===== src/rtl/axis_sync_fifo_pkg.sv =====
// Shared defaults for the AXI4-Stream FIFO slice.
// A stored beat is packed as {tlast, tdata}, so tlast always sits in the MSB.
package axis_sync_fifo_pkg;

    localparam int AXIS_DATA_WIDTH_DEFAULT = 8;
    localparam int AXIS_FIFO_DEPTH_DEFAULT = 16;

endpackage


===== src/rtl/axis_sync_fifo_if.sv =====
// AXI4-Stream beat bundle; modports are named from the point of view of the
// block that owns each end of the link.
interface axis_sync_fifo_if #(
    parameter int DATA_WIDTH = 8
) ();

    logic [DATA_WIDTH-1:0] tdata;
    logic                  tvalid;
    logic                  tready;
    logic                  tlast;

    modport master (
        output tdata,
        output tvalid,
        output tlast,
        input  tready
    );

    modport slave (
        input  tdata,
        input  tvalid,
        input  tlast,
        output tready
    );

endinterface


===== src/rtl/axis_sync_fifo_mem.sv =====
// Beat storage for the FIFO: synchronous write, asynchronous read, no reset.
// Read is combinational so the head entry falls through to the output port.
module axis_fifo_mem #(
    parameter  int DATA_WIDTH = 8,
    parameter  int DEPTH      = 16,
    localparam int ADDR_WIDTH = $clog2(DEPTH)
) (
    input  logic                  clk,
    input  logic                  we,
    input  logic [ADDR_WIDTH-1:0] waddr,
    input  logic [DATA_WIDTH:0]   wdata,
    input  logic [ADDR_WIDTH-1:0] raddr,
    output logic [DATA_WIDTH:0]   rdata
);

    logic [DATA_WIDTH:0] mem [DEPTH];

    always_ff @(posedge clk) begin
        if (we) begin
            mem[waddr] <= wdata;
        end
    end

    assign rdata = mem[raddr];

endmodule


===== src/rtl/axis_sync_fifo.sv =====
// Single-clock first-word-fall-through AXI4-Stream FIFO with tlast, occupancy
// and complete-packet counters. Storage lives in axis_fifo_mem.
module axis_sync_fifo
    import axis_sync_fifo_pkg::*;
#(
    parameter  int DATA_WIDTH = AXIS_DATA_WIDTH_DEFAULT,
    parameter  int DEPTH      = AXIS_FIFO_DEPTH_DEFAULT,
    localparam int ADDR_WIDTH = $clog2(DEPTH)
) (
    input  logic                clk,
    input  logic                reset,
    axis_sync_fifo_if.slave     s_axis,
    axis_sync_fifo_if.master    m_axis,
    output logic [ADDR_WIDTH:0] fill_count,
    output logic [ADDR_WIDTH:0] pkt_count,
    output logic                full,
    output logic                empty
);

    typedef logic [ADDR_WIDTH:0] ptr_t;
    localparam ptr_t PTR_ONE = ptr_t'(1);

    ptr_t wr_ptr;
    ptr_t rd_ptr;
    ptr_t wr_ptr_next;
    ptr_t rd_ptr_next;

    logic                ready_en;
    logic                do_write;
    logic                do_read;
    logic                pkt_inc;
    logic                pkt_dec;
    logic [DATA_WIDTH:0] wr_beat;
    logic [DATA_WIDTH:0] rd_beat;

    // Both valids come from registered state only, never from the far side's ready.
    assign s_axis.tready = ready_en & ~full;
    assign m_axis.tvalid = ~empty;

    assign do_write = s_axis.tvalid & s_axis.tready;
    assign do_read  = m_axis.tvalid & m_axis.tready;

    assign wr_beat = {s_axis.tlast, s_axis.tdata};

    assign m_axis.tdata = empty ? '0 : rd_beat[DATA_WIDTH-1:0];
    assign m_axis.tlast = ~empty & rd_beat[DATA_WIDTH];

    assign pkt_inc = do_write & s_axis.tlast;
    assign pkt_dec = do_read & m_axis.tlast;

    always_comb begin
        wr_ptr_next = wr_ptr;
        rd_ptr_next = rd_ptr;
        if (do_write) begin
            wr_ptr_next = wr_ptr + PTR_ONE;
        end
        if (do_read) begin
            rd_ptr_next = rd_ptr + PTR_ONE;
        end
    end

    // Ready is held off for one cycle after reset release.
    always_ff @(posedge clk or negedge reset) begin
        if (!reset) begin
            ready_en <= 1'b0;
        end else begin
            ready_en <= 1'b1;
        end
    end

    // Flags are computed from the next pointers so they are registered yet exact.
    always_ff @(posedge clk or negedge reset) begin
        if (!reset) begin
            wr_ptr <= '0;
            rd_ptr <= '0;
            empty  <= 1'b1;
            full   <= 1'b0;
        end else begin
            wr_ptr <= wr_ptr_next;
            rd_ptr <= rd_ptr_next;
            empty  <= (wr_ptr_next == rd_ptr_next);
            full   <= (wr_ptr_next[ADDR_WIDTH] != rd_ptr_next[ADDR_WIDTH]) &&
                      (wr_ptr_next[ADDR_WIDTH-1:0] == rd_ptr_next[ADDR_WIDTH-1:0]);
        end
    end

    always_ff @(posedge clk or negedge reset) begin
        if (!reset) begin
            fill_count <= '0;
        end else begin
            case ({do_write, do_read})
                2'b10:   fill_count <= fill_count + PTR_ONE;
                2'b01:   fill_count <= fill_count - PTR_ONE;
                default: fill_count <= fill_count;
            endcase
        end
    end

    always_ff @(posedge clk or negedge reset) begin
        if (!reset) begin
            pkt_count <= '0;
        end else begin
            case ({pkt_inc, pkt_dec})
                2'b10:   pkt_count <= pkt_count + PTR_ONE;
                2'b01:   pkt_count <= pkt_count - PTR_ONE;
                default: pkt_count <= pkt_count;
            endcase
        end
    end

    axis_fifo_mem #(
        .DATA_WIDTH (DATA_WIDTH),
        .DEPTH      (DEPTH)
    ) u_mem (
        .clk   (clk),
        .we    (do_write),
        .waddr (wr_ptr[ADDR_WIDTH-1:0]),
        .wdata (wr_beat),
        .raddr (rd_ptr[ADDR_WIDTH-1:0]),
        .rdata (rd_beat)
    );

endmodule


===== src/flat_wrapper.sv =====
// flat-port wrapper written by rule: the top's interface ports become plain ports
module axis_sync_fifo_flat import axis_sync_fifo_pkg::*;
#(
    parameter  int DATA_WIDTH = AXIS_DATA_WIDTH_DEFAULT,
    parameter  int DEPTH      = AXIS_FIFO_DEPTH_DEFAULT,
    localparam int ADDR_WIDTH = $clog2(DEPTH)
)
  (clk, reset, fill_count, pkt_count, full, empty, s_axis_tdata, s_axis_tvalid, s_axis_tlast, s_axis_tready, m_axis_tdata, m_axis_tvalid, m_axis_tlast, m_axis_tready);
  axis_sync_fifo_if #(.DATA_WIDTH(DATA_WIDTH)) s_axis_i ();
  axis_sync_fifo_if #(.DATA_WIDTH(DATA_WIDTH)) m_axis_i ();
  input  logic clk;
  input  logic reset;
  output logic [ADDR_WIDTH:0] fill_count;
  output logic [ADDR_WIDTH:0] pkt_count;
  output logic full;
  output logic empty;
  input wire logic [$bits(s_axis_i.tdata)-1:0] s_axis_tdata;
  input wire logic [$bits(s_axis_i.tvalid)-1:0] s_axis_tvalid;
  input wire logic [$bits(s_axis_i.tlast)-1:0] s_axis_tlast;
  output wire logic [$bits(s_axis_i.tready)-1:0] s_axis_tready;
  output wire logic [$bits(m_axis_i.tdata)-1:0] m_axis_tdata;
  output wire logic [$bits(m_axis_i.tvalid)-1:0] m_axis_tvalid;
  output wire logic [$bits(m_axis_i.tlast)-1:0] m_axis_tlast;
  input wire logic [$bits(m_axis_i.tready)-1:0] m_axis_tready;
  assign s_axis_i.tdata = s_axis_tdata;
  assign s_axis_i.tvalid = s_axis_tvalid;
  assign s_axis_i.tlast = s_axis_tlast;
  assign s_axis_tready = s_axis_i.tready;
  assign m_axis_tdata = m_axis_i.tdata;
  assign m_axis_tvalid = m_axis_i.tvalid;
  assign m_axis_tlast = m_axis_i.tlast;
  assign m_axis_i.tready = m_axis_tready;
  axis_sync_fifo #(.DATA_WIDTH(DATA_WIDTH), .DEPTH(DEPTH)) u_core (.clk(clk), .reset(reset), .s_axis(s_axis_i), .m_axis(m_axis_i), .fill_count(fill_count), .pkt_count(pkt_count), .full(full), .empty(empty));
endmodule

===== config.mk =====
export PLATFORM = sky130hd
export DESIGN_NAME = axis_sync_fifo_flat
export DESIGN_NICKNAME = d
export VERILOG_FILES = /design/src/rtl/axis_sync_fifo_pkg.sv /design/src/rtl/axis_sync_fifo_if.sv /design/src/rtl/axis_sync_fifo_mem.sv /design/src/rtl/axis_sync_fifo.sv /design/src/flat_wrapper.sv
export SDC_FILE = /design/constraint.sdc
export NUM_CORES = 1
export LEC_CHECK = 0
export CELL_PAD_IN_SITES_DETAIL_PLACEMENT = 1
export CELL_PAD_IN_SITES_GLOBAL_PLACEMENT = 2
export CORE_MARGIN = 10
export CORE_UTILIZATION = 45
export DETAILED_ROUTE_END_ITERATION = 16
export PLACE_DENSITY_LB_ADDON = 0.1
export SETUP_SLACK_MARGIN = 0.5
export SYNTH_ARGS = -nofsm -noshare
export SYNTH_HDL_FRONTEND = slang
export SYNTH_SLANG_ARGS = --single-unit

===== constraint.sdc =====
create_clock -name clk -period 6.7 [get_ports clk]
set_clock_uncertainty 0.15 [all_clocks]
set_input_delay 1.675 -clock clk [delete_from_list [all_inputs] [get_ports clk]]
set_output_delay 1.675 -clock clk [all_outputs]
set_load 0.02 [all_outputs]

==> reports/qor.yml, run 1 <==
status: "completed"
syn_avg_cell_area_sq_um: 18.6
place_ws_ns: 1.93
port_buffers: 35
finalNetCount: 438
maxCapViolCount: 0
drt-wirelength-per-cell_microns: 24.2
routed_wl_mm: 14.7
crit_fanout: 26
synth.largest_area_cell: "edfxtp_1"
synth-seq-cells: 167
track_usage_pct: 15.1
synth_cell_type_count: 39
syn2layout_area_growth_pct: 16.7
ys_seq_area_share_pct: 72.1
synth_nets: 393
critPathKind: "register to primary output"
timing.final.ws_setup_ns: 1.55
clock_path_buffers: 2
num_rows: 44
yosysWarnings: 0
finalCritPeriodShare_pct: 76.9
grt_use_met3_pct: 4.68
numCtsBuffers: 17
cts-root-buf: "clkbuf_16"
die_w_microns: 143
p_leak_nw: 2.70
cts_sinks: 167
ctsResizeCount: 0
clock_latency_ns: 0.42
setup.worst_path.end_class: "primary output"
netlist_top_cells_area: "edfxtp_1, mux4_2, dfrtp_1"
cts_tree: "done"
grt_pass1_vias: 3708
grt_max_degree: 27
via_count: 3384
period_needed_ns: 5.15
slew_headroom_pct: 25.5
remaining_drc_errors: 0
finalHoldViolCount: 0
postCtsSetupBuffers: 0
grt_pass1_wl_mm: 22.5
rsz0062_at_grt: "false"
place_congestion: 0.744
clkTransAtPathRegs_ns: 0.06
dp_hpwl_mm: 9.59
synth_top_area_share_pct: 63.6
report.final.slew_viol_count: 0
required_ns: 4.88
crit_path_start_kind: "register"
tns_ns: 0
syn_inst: 365
antenna_cells: 0
synth.cell_area_sq_mm: 0.00680
tightestPinTransition_ns: 1.11
drtPass1Iterations: 4
cts_hold_buf: 0
powerDensity_mw_per_mm2: 459
core_sq_mm: 0.0146
fillers: 1353
layout-drive-gt1-share_pct: 17.5
drtIter0Drc: 242
viasPerCell: 5.57
top_usage_layer: "met2"
min-delay-path-class: "register to register"
grt-ovfl-total: 0
ant_nets: 0
chipHeight_microns: 143
fmax_mhz: 194
die_area_sq_mm: 0.0204
finalSetupViolations: 0
start_util_pct: 46.4
ir_worst_vdd_uv: 231
h-tree-depth: 4
met2_usage_pct: 24.4
grtUsageMet1_pct: 19.0
cp.arrival_ns: 3.33
power_mw: 3.64
num_io_pins: 36
grt_antenna_before_repair: 0
==> area by class of cell <==
cell class | instances | area [sq um] | area share, %
Clock inverter | 4 | 68.8 | 0.868
Inverter | 14 | 52.6 | 0.663
Tap cell | 184 | 230 | 2.90
Multi-Input combinational cell | 167 | 1760 | 22.2
Timing Repair Buffer | 43 | 410 | 5.18
Sequential cell | 167 | 4900 | 61.8
Clock buffer | 28 | 507 | 6.39
==> report_power, final <==
group | internal, mW | switching [mW]
combinational | 0.625 | 0.652
clock | 0.588 | 0.367
sequential | 1.25 | 0.159
==> logic make-up after synthesis <==
kind of cell | share of synthesized area, %
fa+ha+maj | 2.98
compound gates | 3.72
buf+inv | 2.03
other cells | 0.0552
xor+xnor | 2.71
mux | 12.5
flops | 72.1
simple gates | 3.87
==> cell usage after synthesis <==
cell type	n
a22oi_1	16
nand4_1	2
nor3b_1	1
a21oi_1	12
xor2_1	13
and3b_1	1
conb_1	1
dfrtp_1	22
and3_1	2
buf_1	2
o21ai_0	8
nor2_1	15
nand3b_1	1
nand2b_2	1
fa_1	2
and2b_2	1
nor3_1	7
buf_6	1
or3_1	1
nand3_1	1
nor2b_1	4
nand2b_1	2
a221oi_1	1
nand2_1	11
and2_1	1
a21o_1	2
xnor2_1	8
mux2_8	1
a22o_1	1
ha_1	13
edfxtp_1	144
mux2_4	1
mux4_2	36
nand4b_1	1
dfstp_2	1
inv_1	14
buf_2	5
clkbuf_1	7
buf_4	2
==> through the flow <==
step	cells	area [sq um]	hold slack (ns)	util (%)
6_report	607	7930	0.324	54.1
5_1_grt	607	7930	0.353	54.1
4_1_cts	607	7930	0.323	54.1
3_5_place_dp	575	7350	0.311	50.2
3_3_place_gp	575	7350	0.307	50.2
2_1_floorplan	365	6800	0.300	-
==> critical path, cell delays in order, from the launching register on <==
cell             delay (ns)
dfrtp_2                0.94
buf_4                  0.43
mux4_2                 0.55
a22oi_1                0.23
a21oi_1                0.16
clkdlybuf4s50_1        0.58
==> metal layers <==
layer	wire length, microns	part of all wire, %	up-vias
met5	0	0	-
met2	7300	50	78
met1	6370	43	1770
met3	762	5.2	21
met4	235	1.6	0
li1	-	-	1515
==> sequential cells by signal, summed over array words and instances, names as in the netlist <==
| signal | count |
|---|---|
| u_core.empty | 1 |
| u_core.fill_count | 5 |
| u_core.full | 1 |
| u_core.pkt_count | 5 |
| u_core.rd_ptr | 5 |
| u_core.ready_en | 1 |
| u_core.u_mem.mem | 144 |
| u_core.wr_ptr | 5 |
==> placed cells by master, fill, tap and decap left out, types with 2 or more instances in the layout <==
master           netlist  routed
edfxtp_1             144     144
mux4_2                36      36
clkdlybuf4s50_1        0      35
dfrtp_1               22      21
clkbuf_16              0      17
a22oi_1               16      16
nor2_1                15      15
inv_1                 14      14
xor2_1                13      13
ha_1                  13      13
a21oi_1               12      12
nand2_1               11      11
xnor2_1                8       8
o21ai_0                8       8
buf_4                  2       8
nor3_1                 7       7
clkbuf_1               7       7
nor2b_1                4       4
clkbuf_8               0       4
nand4_1                2       2
nand2b_1               2       2
a21o_1                 2       2
and3_1                 2       2
fa_1                   2       2
bufinv_16              0       2
==> final timing paths <==
check                                                 start                          endpoint  slack (ns)  cells after the start
min                        u_core.fill_count[4]$_DFFE_PN0P_  u_core.fill_count[4]$_DFFE_PN0P_        0.32                      1
max                              u_core.rd_ptr[0]$_DFF_PN0_                   m_axis_tdata[0]        1.55                      5
max in group asynchronous                             reset            u_core.empty$_DFF_PN1_        4.64                      2
min reg2reg                u_core.fill_count[4]$_DFFE_PN0P_  u_core.fill_count[4]$_DFFE_PN0P_        0.32                      1
min in group asynchronous                             reset   u_core.pkt_count[3]$_DFFE_PN0P_        1.47                      2
max reg2reg                      u_core.rd_ptr[1]$_DFF_PN0_   u_core.pkt_count[4]$_DFFE_PN0P_        2.63                     11
Power figures use the tool's default switching activity.
==> inputs of run 2 (changes only) <==
CORE_UTILIZATION = 41   (was 45)
clock period = 4.5 ns   (was 6.7 ns; I/O delays follow)
==> run 2 against run 1 <==
  * Total power up 60%
  * Combinational power increased by 63%
  * Die area increased by 8.4%
  * Wire length rose by 7.2%
  * Utilization fell by 3.7 points
  * Global-route usage down 0.17 points
  * Non-clock buffer count rose by 18
  * Register-to-register slack worse by 1.6 ns
  * Sequential power is 45% higher
  * Critical path type unchanged
  * Highest routed layer unchanged
==> reports/qor.yml, run 2 (synthesis results as in run 1) <==
status: "completed"
rsz0062_at_grt: "false"
critPathLaunch: "u_core.rd_ptr[0]$_DFF_PN0_"
port_buffers: 35
crit_family: "buffers and inverters"
report.final.slew_viol_count: 0
num_rows: 47
grt_pass1_wl_mm: 24.0
die_area_sq_mm: 0.0221
die_w_microns: 149
grt_use_met3_pct: 3.55
place_ws_ns: 0.671
crit_path_start_kind: "register"
final_common_cell: "edfxtp_1"
fmax_mhz: 255
cp.arrival_ns: 2.64
cts_hold_buf: 0
finalCritPeriodShare_pct: 87.0
clkTransAtPathRegs_ns: 0.06
drtIter0Drc: 224
cp.depth: 5
final_core_util_pct: 50.5
period_needed_ns: 3.92
grtUsageMet1_pct: 18.9
stdcell_area_sq_mm: 0.00828
ant_nets: 0
track_usage_pct: 14.9
core_sq_mm: 0.0164
required_ns: 3.22
start_util_pct: 41.4
met2_usage_pct: 24.7
grt_pass1_vias: 3805
syn2layout_area_growth_pct: 21.8
dp_hpwl_mm: 9.58
slew_headroom_pct: 59.4
layout-drive-gt1-share_pct: 23.0
drtPass1Iterations: 5
routed_wl_mm: 15.7
seq_area_sq_mm: 0.00491
largest_register_ffs: 144
ir_worst_vdd_uv: 367
numCtsBuffers: 17
tightestPinTransition_ns: 0.607
timing.final.ws_setup_ns: 0.584
final_cell_mix: "edfxtp_1, mux4_2, clkdlybuf4s50_1"
drt-wirelength-per-cell_microns: 23.8
worst-r2r-setup-slack_ns: 1.06
finalHoldViolCount: 0
cpPeakStageDelay_ns: 0.57
r2r_cells: 12
min-delay-path-class: "register to register"
top_register: "u_core.u_mem.mem"
maxCapViolCount: 0
finalNetCount: 456
critPathKind: "register to primary output"
critPathBufInv: 2
placed_cell_area_sq_mm: 0.00753
clock_path_buffers: 2
grt_antenna_before_repair: 0
tns_ns: 0
clock_latency_ns: 0.42
grt_max_degree: 29
slowest_stage: "clkdlybuf4s50_1"
remaining_drc_errors: 0
setup.worst_path.end_class: "primary output"
critical_path.cell_chain: "buf_16, mux4_2, a22oi_1, a21oi_1, clkdlybuf4s50_1"
cts_tree: "done"
r2r-start: "u_core.rd_ptr[0]$_DFF_PN0_"
cts-root-buf: "clkbuf_16"
p_leak_nw: 2.90
via_count: 3517
cts_sinks: 167
chipHeight_microns: 149
viasPerCell: 5.33
crit_fanout: 14
num_io_pins: 36
fillers: 1520
multi_input_area_sq_mm: 0.00177
finalSetupViolations: 0
rr_endpoint: "u_core.pkt_count[4]$_DFFE_PN0P_"
place_congestion: 0.744
h-tree-depth: 4
crit_end: "m_axis_tdata[6]"
grt-ovfl-total: 0
powerDensity_mw_per_mm2: 703
top_usage_layer: "met2"
antenna_cells: 0
-- run 2: cell types whose count changed in the layout (fill, tap and decap cells not counted), moves of 2 or more --
cell,before,now
clkinv_2,1,3
dlymetal6s2s_1,0,3
bufinv_16,2,7
clkbuf_1,7,0
buf_4,8,23
clkbuf_8,4,0
clkdlybuf4s50_1,35,31
-- run 2: final cells by class --
type | instances | share of cell area, %
repair buffers | 61 | 7.27
flip-flops and latches | 167 | 59.2
multi-input cells | 167 | 21.3
well taps | 220 | 3.32
clock inverters | 14 | 3.07
inverters | 14 | 0.635
clock buffers | 17 | 5.14
-- run 2: worst min path at each step --
stage / cells after the start / end / start
after floorplan: 1 / u_core.wr_ptr[4]$_DFF_PN0_ / u_core.wr_ptr[4]$_DFF_PN0_
after global placement: 1 / u_core.pkt_count[4]$_DFFE_PN0P_ / u_core.pkt_count[4]$_DFFE_PN0P_
after detailed placement: 1 / u_core.pkt_count[4]$_DFFE_PN0P_ / u_core.pkt_count[4]$_DFFE_PN0P_
after CTS: 1 / u_core.fill_count[4]$_DFFE_PN0P_ / u_core.fill_count[4]$_DFFE_PN0P_
after global routing: 1 / u_core.wr_ptr[4]$_DFF_PN0_ / u_core.wr_ptr[4]$_DFF_PN0_
final: 1 / u_core.pkt_count[4]$_DFFE_PN0P_ / u_core.pkt_count[4]$_DFFE_PN0P_
-- run 2: repair_timing --
action / CTS / global route
gates resized for setup: 5 / 4
pin swaps: 0 / 0
buffers inserted: 3 / 0
endpoints found under the hold margin: 0 / 0
cloned: 0 / 1
setup endpoints to repair: 9 / 7
-- run 2: layer usage --
layer  up-vias  part of all wire [%]
met4         0                   1.3
met1      1872                    43
li1       1555                     -
met3        17                   3.9
met5         -                     0
met2        73                    52
-- run 2: worst register-to-register path, stage by stage, from the launching register on --
cell      delay, ns
dfrtp_4        0.53
buf_4          0.17
mux4_2         0.48
a22o_1         0.24
a221oi_2       0.29
nor2_1         0.08
ha_1           0.27
ha_1           0.33
nor2b_1        0.14
o21ai_0        0.20
a21oi_1        0.11
nor3_1         0.23
xor2_1         0.16
-- run 2: power by group --
group	leakage (nW)	switching (mW)	total (mW)	internal, mW
combinational	0.995	1.08	2.09	1.01
sequential	1.57	0.185	2.05	1.86
clock	0.331	0.583	1.67	1.09
total	2.90	1.85	5.82	3.97
-- run 2: metrics by stage --
step / hold slack, ns / power, mW / instances
after floorplan: 0.300 / 3.35 / 365
after global placement: 0.309 / 4.12 / 625
after detailed placement: 0.309 / 4.15 / 625
after CTS: 0.329 / 5.88 / 659
after global routing: 0.339 / 6.14 / 660
final: 0.327 / 5.82 / 660
==> inputs of run 3 (changes only) <==
CORE_MARGIN = 2   (was 10)
==> run 3 against run 2 <==
  * Sequential share of layout area is 0.45 points higher
  * Utilization shrank 0.40 points
  * Global-route usage is 2.9 points higher
  * Sequential cell count did not move
  * Clock power decreased by 8%
  * Worst setup slack better by 0.011 ns
  * Critical path type unchanged
  * Largest cell class unchanged
  * Largest power group unchanged
==> reports/qor.yml, run 3 (synthesis results as in run 1) <==
finalCritPeriodShare_pct: 86.8
r2r_cells: 12
p_leak_nw: 2.84
required_ns: 3.22
place_congestion: 0.716
syn2layout_area_growth_pct: 20.9
tightestPinTransition_ns: 0.584
r2r-start: "u_core.rd_ptr[0]$_DFF_PN0_"
cts-root-buf: "clkbuf_16"
grt-ovfl-total: 0
worst-r2r-setup-slack_ns: 1.18
stdcell_area_sq_mm: 0.00821
status: "completed"
final_common_cell: "edfxtp_1"
finalSetupViolations: 0
grt_pass1_vias: 3776
crit_path_start_kind: "register"
maxCapViolCount: 0
powerDensity_mw_per_mm2: 690
clock_path_buffers: 2
num_io_pins: 36
viasPerCell: 5.27
dp_hpwl_mm: 9.32
tns_ns: 0
chipHeight_microns: 133
core_sq_mm: 0.0164
die_area_sq_mm: 0.0176
period_needed_ns: 3.90
ir_worst_vdd_uv: 369
min_from: "u_core.pkt_count[4]$_DFFE_PN0P_"
crit_fanout: 7
critPathKind: "register to primary output"
ant_nets: 0
track_usage_pct: 17.8
num_rows: 47
antenna_cells: 0
hold-worst-slack_ns: 0.324
hold_end: "u_core.pkt_count[4]$_DFFE_PN0P_"
whs_path_depth: 1
port_buffers: 35
report.final.slew_viol_count: 0
largest_register_ffs: 144
final_cell_mix: "edfxtp_1, mux4_2, clkdlybuf4s50_1"
seq_area_sq_mm: 0.00490
drtPass1Iterations: 4
routed_wl_mm: 14.7
drtIter0Drc: 189
power_mw: 5.67
finalNetCount: 459
min-delay-path-class: "register to register"
clock_latency_ns: 0.42
h-tree-depth: 4
grt_pass1_wl_mm: 22.3
cp.arrival_ns: 2.63
finalHoldViolCount: 0
cts_hold_buf: 0
fillers: 1509
cts_sinks: 167
drt-wirelength-per-cell_microns: 22.1
via_count: 3499
fmax_mhz: 256
grt_antenna_before_repair: 0
multi_input_area_sq_mm: 0.00178
grt_max_degree: 24
top_register: "u_core.u_mem.mem"
die_w_microns: 133
slew_headroom_pct: 61.0
cts_tree: "done"
rr_endpoint: "u_core.pkt_count[4]$_DFFE_PN0P_"
start_util_pct: 41.4
numCtsBuffers: 17
clkTransAtPathRegs_ns: 0.06
rsz0062_at_grt: "true"
setup.worst_path.end_class: "primary output"
layout-drive-gt1-share_pct: 22.7
final_core_util_pct: 50.1
remaining_drc_errors: 0
placed_cell_area_sq_mm: 0.00753
[run 3: cell types whose count changed in the layout (fill, tap and decap cells not counted), moves of 2 or more]
| cell | previous run | this run |
|---|---|---|
| buf_6 | 0 | 3 |
| dlymetal6s2s_1 | 3 | 1 |
| clkbuf_1 | 0 | 5 |
| buf_4 | 23 | 26 |
| bufinv_16 | 7 | 5 |
| clkdlybuf4s50_1 | 31 | 33 |
[run 3: worst max path at each step]
stage / cells past startpoint / slack (ns) / from / endpoint
final: 6 / 0.60 / u_core.rd_ptr[0]$_DFF_PN0_ / m_axis_tlast
after global routing: 5 / 0.49 / u_core.rd_ptr[0]$_DFF_PN0_ / m_axis_tlast
after CTS: 5 / 0.51 / u_core.rd_ptr[0]$_DFF_PN0_ / m_axis_tdata[7]
after detailed placement: 10 / 0.73 / s_axis_tlast / u_core.pkt_count[4]$_DFFE_PN0P_
after global placement: 11 / 0.69 / m_axis_tready / u_core.fill_count[4]$_DFFE_PN0P_
after floorplan: 12 / 1.44 / u_core.rd_ptr[0]$_DFF_PN0_ / u_core.pkt_count[4]$_DFFE_PN0P_
[run 3: what timing repair did]
item	in CTS	in global routing
gates cloned	0	0
resized for setup	7	3
setup buffers	2	2
endpoints found under the setup margin	9	7
[run 3: layout make-up]
class | instances | area share, %
Clock inverter | 10 | 2.15
Clock buffer | 22 | 5.41
Timing Repair Buffer | 64 | 7.07
Sequential cell | 167 | 59.7
Multi-Input combinational cell | 167 | 21.7
Inverter | 14 | 0.640
Tap cell | 220 | 3.35
[run 3: where the power goes]
group,internal (mW),leakage [nW],total [mW],switching [mW]
Clock,0.979,0.300,1.54,0.563
Sequential,1.86,1.57,2.02,0.162
Combinational,1.01,0.973,2.10,1.09
[run 3: critical path: stages, from the launching register on]
cell and delay (ns):
dfrtp_2 0.45, buf_4 0.15, mux4_2 0.50, a22o_1 0.23
a221oi_4 0.26, nor2_1 0.07, clkdlybuf4s50_1 0.55
[run 3: layer usage]
layer / up-vias / global-route usage (%) / wire [microns]
li1: 1559 / - / -
met1: 1844 / 24.0 / 6700
met2: 76 / 28.0 / 7200
met3: 20 / 4.06 / 476
met4: 0 / 7.47 / 294
met5: - / 0 / 0
[run 3: metrics by stage]
stage                     std cells  worst slack [ns]
after floorplan                 365              1.44
after CTS                       662             0.508
after global placement          628             0.687
after global routing            664             0.491
after detailed placement        628             0.735
final                           664             0.595
